File: config.mk
export PLATFORM = sky130hd
export DESIGN_NAME = data_memory_ctrl
export DESIGN_NICKNAME = d
export VERILOG_FILES = /design/src/rtl/data_memory_pkg.sv /design/src/rtl/data_memory_array.sv /design/src/rtl/data_memory_ctrl.sv
export SDC_FILE = /design/constraint.sdc
export NUM_CORES = 1
export LEC_CHECK = 0
export BUFFER_PORTS_ARGS = -buffer_cell sky130_fd_sc_hd__buf_2
export CELL_PAD_IN_SITES_DETAIL_PLACEMENT = 0
export CELL_PAD_IN_SITES_GLOBAL_PLACEMENT = 1
export CORE_AREA = 2 2 91 76
export DETAILED_ROUTE_END_ITERATION = 8
export DIE_AREA = 0 0 93 78
export PLACE_DENSITY = 0.74
export SLEW_MARGIN = 0
export SYNTH_ARGS = -nofsm -noshare
export SYNTH_HDL_FRONTEND = slang
export SYNTH_HIERARCHICAL = 1
export SYNTH_SLANG_ARGS = --single-unit
File: constraint.sdc
create_clock -name clk -period 2.47 [get_ports clk]
set_clock_uncertainty 0.15 [all_clocks]
set_input_delay 0.1235 -clock clk [delete_from_list [all_inputs] [get_ports clk]]
set_output_delay 0.1235 -clock clk [all_outputs]
set_load 0.05 [all_outputs]
File: src/rtl/data_memory_pkg.sv
// Shared types and default sizing for the datapath data memory.
// The controller FSM has two states: clear sweep and normal service.
package data_memory_pkg;

    localparam int DEFAULT_DW    = 4;
    localparam int DEFAULT_DEPTH = 16;

    typedef enum logic {
        ST_INIT = 1'b0,
        ST_RUN  = 1'b1
    } state_t;

endpackage

File: src/rtl/data_memory_array.sv
// DEPTH x DW storage with one write port and one registered read port.
// The storage has no reset; only the read register does.
module data_memory_array
    import data_memory_pkg::*;
#(
    parameter int DW    = DEFAULT_DW,
    parameter int DEPTH = DEFAULT_DEPTH,
    parameter int AW    = $clog2(DEPTH)
) (
    input  logic          clk,
    input  logic          rst,
    input  logic          we,
    input  logic [AW-1:0] waddr,
    input  logic [DW-1:0] wdata,
    input  logic          re,
    input  logic [AW-1:0] raddr,
    input  logic          rzero,
    output logic [DW-1:0] rdata
);

    logic [DW-1:0] mem [DEPTH];

    always_ff @(posedge clk) begin
        if (we) begin
            mem[waddr] <= wdata;
        end
    end

    // rzero forces a zero result for addresses with no backing word.
    always_ff @(posedge clk or negedge rst) begin
        if (!rst) begin
            rdata <= '0;
        end else if (re) begin
            rdata <= rzero ? '0 : mem[raddr];
        end
    end

endmodule

File: src/rtl/data_memory_ctrl.sv
// Data memory controller: clear sweep after reset or clr, valid/ready request port,
// 1-cycle registered read, and an out-of-range address flag.
//  state   | meaning
//  ST_INIT | writing INIT_VALUE to every word, requests blocked
//  ST_RUN  | serving requests; clr restarts the sweep
module data_memory_ctrl
    import data_memory_pkg::*;
#(
    parameter int              DW         = DEFAULT_DW,
    parameter int              DEPTH      = DEFAULT_DEPTH,
    parameter int              AW         = $clog2(DEPTH),
    parameter logic [DW-1:0]   INIT_VALUE = '0
) (
    input  logic          clk,
    input  logic          rst,
    input  logic          clr,
    input  logic          req_valid,
    output logic          req_ready,
    input  logic          req_write,
    input  logic [AW-1:0] req_addr,
    input  logic [DW-1:0] req_wdata,
    output logic          rd_valid,
    output logic [DW-1:0] rd_data,
    output logic          addr_err,
    output logic          init_busy
);

    localparam logic [AW-1:0] LAST_PTR = AW'(DEPTH - 1);
    localparam logic [AW:0]   DEPTH_W  = (AW + 1)'(DEPTH);

    state_t        state;
    logic [AW-1:0] init_ptr;
    logic          accept;
    logic          in_range;
    logic          mem_we;
    logic [AW-1:0] mem_waddr;
    logic [DW-1:0] mem_wdata;

    assign req_ready = (state == ST_RUN) && !clr;
    assign init_busy = (state == ST_INIT);
    assign accept    = req_valid && req_ready;
    assign in_range  = {1'b0, req_addr} < DEPTH_W;

    always_comb begin
        mem_we    = 1'b0;
        mem_waddr = req_addr;
        mem_wdata = req_wdata;
        if (state == ST_INIT) begin
            mem_we    = 1'b1;
            mem_waddr = init_ptr;
            mem_wdata = INIT_VALUE;
        end else begin
            mem_we = accept && req_write && in_range;
        end
    end

    always_ff @(posedge clk or negedge rst) begin
        if (!rst) begin
            state    <= ST_INIT;
            init_ptr <= '0;
        end else begin
            case (state)
                ST_INIT: begin
                    if (init_ptr == LAST_PTR) begin
                        state    <= ST_RUN;
                        init_ptr <= '0;
                    end else begin
                        init_ptr <= init_ptr + 1'b1;
                    end
                end
                ST_RUN: begin
                    if (clr) begin
                        state    <= ST_INIT;
                        init_ptr <= '0;
                    end
                end
                default: begin
                    state    <= ST_INIT;
                    init_ptr <= '0;
                end
            endcase
        end
    end

    always_ff @(posedge clk or negedge rst) begin
        if (!rst) begin
            rd_valid <= 1'b0;
            addr_err <= 1'b0;
        end else begin
            rd_valid <= accept && !req_write;
            addr_err <= accept && !in_range;
        end
    end

    data_memory_array #(
        .DW    (DW),
        .DEPTH (DEPTH),
        .AW    (AW)
    ) u_array (
        .clk   (clk),
        .rst   (rst),
        .we    (mem_we),
        .waddr (mem_waddr),
        .wdata (mem_wdata),
        .re    (accept && !req_write),
        .raddr (req_addr),
        .rzero (!in_range),
        .rdata (rd_data)
    );

endmodule

## Word level (Yosys, flattened, before mapping)

Memories as Yosys holds them, arrays and structs flattened. A register that Yosys moved wholly into a read port is not among the register bits.
Cells that the tools add are included.

- Add/subtract/negate cells: 1
- Eq/ne operators: 2
- Muxes and demuxes: 11
- Bitwise gates (word level): 1
- Reduce and logical (&&, ||, !) cells: 7

Operators with widths:

| kind | number |
|---|---|
| 4-bit two-way mux | 4 |
| 4-bit one-hot mux with 2 select lines | 1 |
| 1-bit two-way mux | 5 |
| 4-bit by 1-bit adder with 4-bit output (second input constant) | 1 |
| 4-bit equality test (second input constant) | 1 |
| 1-bit logical AND | 4 |
| 1-bit zero test | 3 |
| 2-bit != test (second input constant) | 1 |
| 1-bit one-hot mux with 2 select lines | 1 |
| 1-bit inverter | 1 |

- Bits in registers: 6
- Bits in writable memories: 64
- Bits of input ports: 13
- Output and inout port bits: 8
- Logic and storage cells: 26
- Memories: 1

Memory list:

| memory | words | bits a word | read ports | clocked after memory_dff | write ports | line | source |
|---|---|---|---|---|---|---|---|
| u_array.mem | 16 | 4 | 1 | 1 | 1 | data_memory_array.sv:21 | `logic [DW-1:0] mem [DEPTH];` |

## Logic depth before layout (Yosys ltp)

Gate-level depths: netlist of run 1.

- Depth in word-level cells: 7
- Gate-level depth with buffers: 6
- Mapped depth without buffers: 5

## Hierarchy

Netlist of run 1, hierarchy kept.

Modules (own cells, without submodules):

| module | instances | cells an instance | area each (um^2) | seq. area each (um^2) |
|---|---|---|---|---|
| data_memory_array | 1 | 133 | 2757.6 | 2021.9 |
| data_memory_ctrl | 1 | 40 | 390.4 | 150.1 |

## Worst setup path after synthesis of run 1

Ideal clock, no wire load.

- Kind: register to register
- Start: reg state
- End: mem u_array/mem[0][0] in the netlist's numbering, enable pin
- Setup time: 361 ps
- Arrival: 1642 ps
- Data required time: 1959 ps
- Slack: 316 ps
- Cell stages (with the launch flop): 5
- Path buffers: 1
- Clock period less this slack: 2154 ps
- Cell sequence: dfrtp_1 buf_6 mux2_2 or3b_2 nor3_1

- Elaborated cells between the ends (all ways): 7
- Classes of those cells: mux: 4; reduce/logical: 3

RTL lines:

| element | line | source |
|---|---|---|
| start, declared | data_memory_ctrl.sv:31 | `state_t state;` |
| start signal, assigned | data_memory_ctrl.sv:59 | `state <= ST_INIT;` |
| start signal, assigned | data_memory_ctrl.sv:65 | `state <= ST_RUN;` |
| start signal, assigned | data_memory_ctrl.sv:73 | `state <= ST_INIT;` |
| 4-bit two-way mux | data_memory_ctrl.sv:48 | `if (state == ST_INIT) begin` |
| named net mem_waddr[2] | data_memory_ctrl.sv:36 | `logic [AW-1:0] mem_waddr;` |
| end, declared | data_memory_array.sv:21 |  |

The timed path passes the listed nets, and every way through them passes these cells.

## Worst setup path in the final report of run 1

- Start: reg state
- End: mem u_array/mem[2][2] in the netlist's numbering, enable pin

- Word-level cells in the longest chain between the ends: 6
- Elaborated cells between the ends (all ways): 7
- Classes of those cells: mux: 4; reduce/logical: 3

RTL lines:

| element | line | source |
|---|---|---|
| 1-bit logical AND | data_memory_ctrl.sv:39 | `assign req_ready = (state == ST_RUN) && !clr;` |
| 1-bit logical AND | data_memory_ctrl.sv:41 | `assign accept = req_valid && req_ready;` |
| 1-bit logical AND | data_memory_ctrl.sv:53 | `mem_we = accept && req_write && in_range;` |
| 1-bit two-way mux * | data_memory_ctrl.sv:48 |  |
| named net mem_we | data_memory_ctrl.sv:35 | `logic mem_we;` |
| 1-bit two-way mux * | data_memory_array.sv:24 | `if (we) begin` |
| 1-bit two-way mux (implied by the code) * | data_memory_array.sv:25 | `mem[waddr] <= wdata;` |

The timed path passes the listed nets; every way through them passes the cells marked *.

==> results of run 1 <==
==> metrics by stage <==
step / utilization / setup slack (ps) / hold slack [ps]
5_1_grt: 0.5727 / 114.9 / 19.65
3_5_place_dp: 0.5308 / 257.3 / -151.9
2_1_floorplan: - / 316.2 / -322.1
4_1_cts: 0.5727 / 229.5 / 3.633
3_3_place_gp: 0.5308 / 360.2 / -156.0
6_report: 0.5727 / 182.1 / 18.07
==> layout make-up <==
cell class	instances	area, sq um
Inverter	2	7.507
Clock buffer	9	123.9
Tap cell	84	105.1
Fill cell	485	2669
Multi-Input combinational cell	92	898.4
Sequential cell	74	2172
Timing Repair Buffer	27	162.7
Clock inverter	7	107.6
==> kinds of logic after synthesis <==
logic type      synth area share
flops                     0.6900
simple gates             0.07233
mux                       0.1725
compound gates           0.03299
buf+inv                  0.02702
fa+ha+maj               0.003974
other cells             0.001191
==> flip-flops by register name (all words and copies together) (netlist names) <==
signal         flops
rd_valid           1
init_ptr           4
u_array/rdata      4
u_array/mem       64
state              1
==> cell usage after synthesis, drive strengths merged <==
cell	number
a21o	1
a21oi	4
a22o	2
a31o	1
and2	4
buf	7
conb	1
dfrtp	10
edfxtp	64
ha	1
inv	2
mux2	8
mux2i	4
mux4	16
nand2	5
nand2b	3
nand3	2
nand3b	3
nand4b	1
nor2	14
nor2b	4
nor3	4
nor3b	2
o21ai	7
o22ai	1
o2bb2ai	1
or3b	1
==> worst max-delay path: cells and delay by family (launching register included) <==
| family | cells | cell delay, ps |
|---|---|---|
| AO/OA/AOI/OAI | 1 | 200 |
| buffers and inverters | 1 | 210 |
| AND/OR/NAND/NOR | 2 | 890 |
| flip-flops | 1 | 480 |
==> path summary, 6_finish.rpt <==
path	start	end	slack [ps]
worst min register to register	u_array/rdata[0]	u_array/rdata[0]	470
worst max-delay path	state	u_array/mem[2][2]	180
max in group asynchronous	rst	rd_valid	1950
worst min-delay path	rst	init_ptr[0]	20
min in group clk	req_addr[3]	u_array/rdata[2]	20
worst max register to register	state	u_array/mem[2][2]	180
==> layer usage <==
layer  wire, um  up-vias  track usage
met2       2822       80       0.2739
met4         27        0      0.05000
li1           -      752            -
met1       2709      826       0.2517
met5          0        -            0
met3        468        6      0.06214
==> where the power goes <==
| part | internal, uW | switching (uW) | leakage [uW] | total [uW] |
|---|---|---|---|---|
| combinational | 338 | 607 | 0.000481 | 944 |
| sequential | 1690 | 119 | 0.000730 | 1810 |
| clock | 660 | 415 | 0.000118 | 1080 |
| total | 2690 | 1140 | 0.00133 | 3830 |
==> metrics.md, run 1 <==
| Metric | Value |
|---|---|
| Status | `finished clean` |
| Cells on worst reg2reg path | `4` |
| Number of global-route vias before repair | `1685` |
| Post-DP HPWL | `4166 um` |
| Clock root buffer master | `clkbuf_8` |
| Placer Congestion | `approximately 0.76` |
| Antenna violations before repair | `0` |
| Min Tclk post-route | `2288 ps` |
| GRT Total Usage | `0.1806` |
| Total Routed Length | `6028 um` |
| Total gr overflow | `0` |
| Dominant cell type by area after synthesis | `edfxtp_1` |
| Num ports | `21` |
| Core area | `0.006246 sq mm` |
| Final Hold Fails | `0` |
| P&R area growth vs syn | `13.63%` |
| Clock sinks | `74` |
| Largest buffer count on any clock path | `2` |
| Relative slew slack | `0.5592` |
| Post-CTS Setup Bufs | `0` |
| Largest net degree at the start of global routing | `17` |
| Routed vias | `between 1500 and 2000` |
| #FFs+latches synth | `74` |
| Die area | `~0.0073 sq mm` |
| First-pass GRT wire length | `9390 um` |
| Buffers added on ports | `19` |
| CTS tree | `built` |
| Synth top area cells | `edfxtp_1, mux4_1, dfrtp_1` |
| PwrDens | `1071 mW/mm^2` |
| Hold crit path type | `in2async` |
| Unrepaired setup endpoints after global routing | `false` |
| Cell count after synthesis | `173` |
| Leakage | `0.001329 uW` |
| Final Cycle Share | `0.9263` |
| Clk_lat worst skew | `340 ps` |
| Cell Count, Final, Fillers Out | `295` |
| Max-cap violations | `0` |
| Post-DP Area | `0.003316 sq mm` |
| Max VDD drop | `0.5332 mV` |
| First-pass DRT Iterations | `4` |
| Worst setup EP type | `register` |
| Critical path, cell by cell | `buf_4, o21ai_0, or3b_2, nor2_1` |
| Layout cells sized above 1 | `0.2417` |
| Max FO, Critical Path | `10` |
| Slew at the pin with the worst max-slew slack | `661.2 ps` |
| Tot Pwr | `3830 uW` |
| Num CTS Buffers | `9` |
| Most common cell after layout, fill and taps aside | `edfxtp_1` |
| Placed insts | `276` |
| Nets | `220` |
| Commonest cells after routing, fill and taps aside | `edfxtp_1, buf_2, nor2_1, mux4_1, dfrtp_1` |
| Sequential-to-total area share from yosys stat | `0.6900` |
| Critical path class | `reg2reg` |
| # setup viols final | `0` |
| Number of gates resized after cts | `0` |
| DR WL/cell | `slightly above 20 um` |
| WP data required | `2310 ps` |
| H-Tree Depth | `3` |
| Antenna Cells | `0` |
| Detail Route Antenna Nets | `0` |
| Starting Density | `0.5040` |
| Die W | `93 um` |
| Initial DRC Count | `190` |
| FMAX | `roughly 440 MHz` |
| Post-Syn Area per Cell | `between 15 and 20 sq um` |
| Startpoint types | `register` |
| Chip height | `78 um` |
| Crit path largest cell delay | `around 550 ps` |
| Final Max Tran Viols | `0` |
| Synth Cell Area | `roughly 0.0031 sq mm` |
| Worst-path clk slew | `80 ps` |
| Synth top area share | `0.6105` |
| Setup TNS Final | `0 ps` |
| CP max-delay cell | `or3b_2` |
| Post-cts hold buffer count | `3` |
| Yosys warnings | `6` |
| Vias/cell | `5.641` |
| # DRC | `0` |
| Post-synth cell types | `34` |
| CP Data Arrival Time | `2130 ps` |
| Final Cell Area | `0.003577 sq mm` |
| # rows | `26` |
Note: power is estimated with default switching activity, not from simulation.
==> inputs of run 2 (changes only) <==
--- a/config.mk
+++ b/config.mk
@@ -8,10 +8,11 @@
 export BUFFER_PORTS_ARGS = -buffer_cell sky130_fd_sc_hd__buf_2
 export CELL_PAD_IN_SITES_DETAIL_PLACEMENT = 0
 export CELL_PAD_IN_SITES_GLOBAL_PLACEMENT = 1
-export CORE_AREA = 2 2 91 76
+export CORE_AREA = 2 2 92 76
 export DETAILED_ROUTE_END_ITERATION = 8
-export DIE_AREA = 0 0 93 78
+export DIE_AREA = 0 0 94 78
 export PLACE_DENSITY = 0.74
+export REMOVE_ABC_BUFFERS = 1
 export SLEW_MARGIN = 0
 export SYNTH_ARGS = -nofsm -noshare
 export SYNTH_HDL_FRONTEND = slang
==> run 2 against run 1 <==
Compared with the run above: count of clock-buffer cells in the layout increased by 3; largest cell class unchanged; sequential share of layout area increased by 0.99 points; cell count decreased by 0.34%; routed wire length increased by 1.5%; core utilization decreased by 1.8 points; total power decreased by 6.5%.
==> metrics.md, run 2 (synthesis gave the netlist of run 1 again) <==
| Metric | Value |
|---|---|
| Status | `finished clean` |
| Layout cells sized above 1 | `0.2429` |
| Unrepaired setup endpoints after global routing | `false` |
| Nets | `219` |
| Startpoint types | `primary input` |
| H-Tree Depth | `3` |
| Max-cap violations | `0` |
| Leakage | `0.001298 uW` |
| Die area | `0.007332 sq mm` |
| Max FFs per register | `64` |
| First-pass GRT wire length | `9577 um` |
| Final Cycle Share | `0.9406` |
| # DRC | `0` |
| # rows | `26` |
| Routed vias | `about 1600` |
| Vias/cell | `5.520` |
| Num CTS Buffers | `9` |
| Reg with most FFs | `u_array/mem` |
| Post-CTS Setup Bufs | `0` |
| Core area | `0.006344 sq mm` |
| Min Tclk post-route | `2323 ps` |
| Placer Congestion | `0.8569` |
| GRT busiest layer | `met1` |
| Relative slew slack | `0.5433` |
| Setup TNS Final | `0 ps` |
| Final Hold Fails | `0` |
| Hold crit path type | `in2async` |
| Most common cell after layout, fill and taps aside | `edfxtp_1` |
| Buffers added on ports | `19` |
| WHS | `38.47 ps` |
| Largest net degree at the start of global routing | `17` |
| Detail Route Antenna Nets | `0` |
| Met1 Use GR | `0.2796` |
| Largest buffer count on any clock path | `2` |
| Largest regs | `u_array/mem x64, init_ptr x4, u_array/rdata x4` |
| Max FO, Critical Path | `4` |
| Slew at the pin with the worst max-slew slack | `around 680 ps` |
| Grt met2 use | `0.2643` |
| DR WL/cell | `20.82 um` |
| Worst setup EP type | `register` |
| P&R area growth vs syn | `11.80%` |
| Met3 Use GR | `0.06311` |
| Clk_lat worst skew | `340 ps` |
| Critical path class | `in2reg` |
| Post-DP HPWL | `4351 um` |
| FMAX | `430.4 MHz` |
| Die W | `94 um` |
| First-pass DRT Iterations | `4` |
| Fin util | `0.5548` |
| # setup viols final | `0` |
| Antenna violations before repair | `0` |
| CTS tree | `built` |
| GRT Total Usage | `0.1862` |
| Chip height | `78 um` |
| Initial DRC Count | `between 100 and 150` |
| Number of global-route vias before repair | `1633` |
| Antenna Cells | `0` |
| WP data required | `2290 ps` |
| Max VDD drop | `0.5737 mV` |
| Starting Density | `0.4963` |
| Total gr overflow | `0` |
| Total Routed Length | `between 6000 and 7000 um` |
| Clock sinks | `74` |
| Worst-path clk slew | `80 ps` |
| CP Data Arrival Time | `between 2000 and 2500 ps` |
| Clock root buffer master | `clkbuf_8` |
| Num ports | `21` |
| Final Max Tran Viols | `0` |
| PwrDens | `1017 mW/mm^2` |
| Commonest cells after routing, fill and taps aside | `edfxtp_1, buf_2, nor2_1, mux4_1, clkbuf_8` |
| Tot Pwr | `3580 uW` |
==> run 2: changes by cell type in the layout (fill, tap and decap cells not counted), sizes merged <==
cell / previous run / this run
bufinv: 3 / 0
clkbuf: 9 / 12
buf: 24 / 23
clkinv: 4 / 3
clkinvlp: 0 / 1
==> run 2: worst paths after layout <==
kind	start	to	slack (ps)	cells after the start
worst max-delay path	req_write	u_array/mem[0][3]	150	6
worst min-delay path	rst	init_ptr[0]	40	2
worst max register to register	state	u_array/mem[0][3]	200	4
worst min register to register	init_ptr[3]	init_ptr[3]	470	1
max in group asynchronous	rst	u_array/rdata[0]	1910	2
min in group clk	req_addr[3]	u_array/rdata[1]	60	3
==> run 2: metrics by stage <==
stage	cell area, sq um	setup WS (ps)	std cells
floorplan	3078	141.1	168
global placement	3308	325.8	275
detailed placement	3308	243.5	275
CTS	3520	168.9	294
global route	3520	58.07	294
finish	3520	146.7	294
==> run 2: area by class of cell <==
class | count | area, sq um
timing repair buffer | 26 | 155.1
fill | 499 | 2824
clock buffer | 12 | 155.1
tap | 84 | 105.1
inverter | 2 | 7.507
multi-input combinational | 92 | 898.4
sequential | 74 | 2172
clock inverter | 4 | 26.28
==> run 2: timing repair <==
action                    CTS  global route
hold buffers                3             0
resized for setup           0             0
hold endpoints to repair   12             0
==> run 2: power by group <==
| group | switching [uW] | total [uW] | internal [uW] |
|---|---|---|---|
| clock | 429 | 848 | 418 |
| sequential | 115 | 1810 | 1690 |
| combinational | 600 | 925 | 325 |
| total | 1140 | 3580 | 2440 |
==> run 2: critical path, stage by stage <==
cell	delay, ps
dlygate4sd3_1	530
buf_2	110
nand2_1	50
o21ai_0	340
or3b_2	540
nor3_1	440
==> run 2: layer usage <==
layer  vias up  part of all wire
met5         -                 0
met4         0            0.0087
met3         8             0.040
met2        32              0.45
met1       830              0.50
li1        753                 -
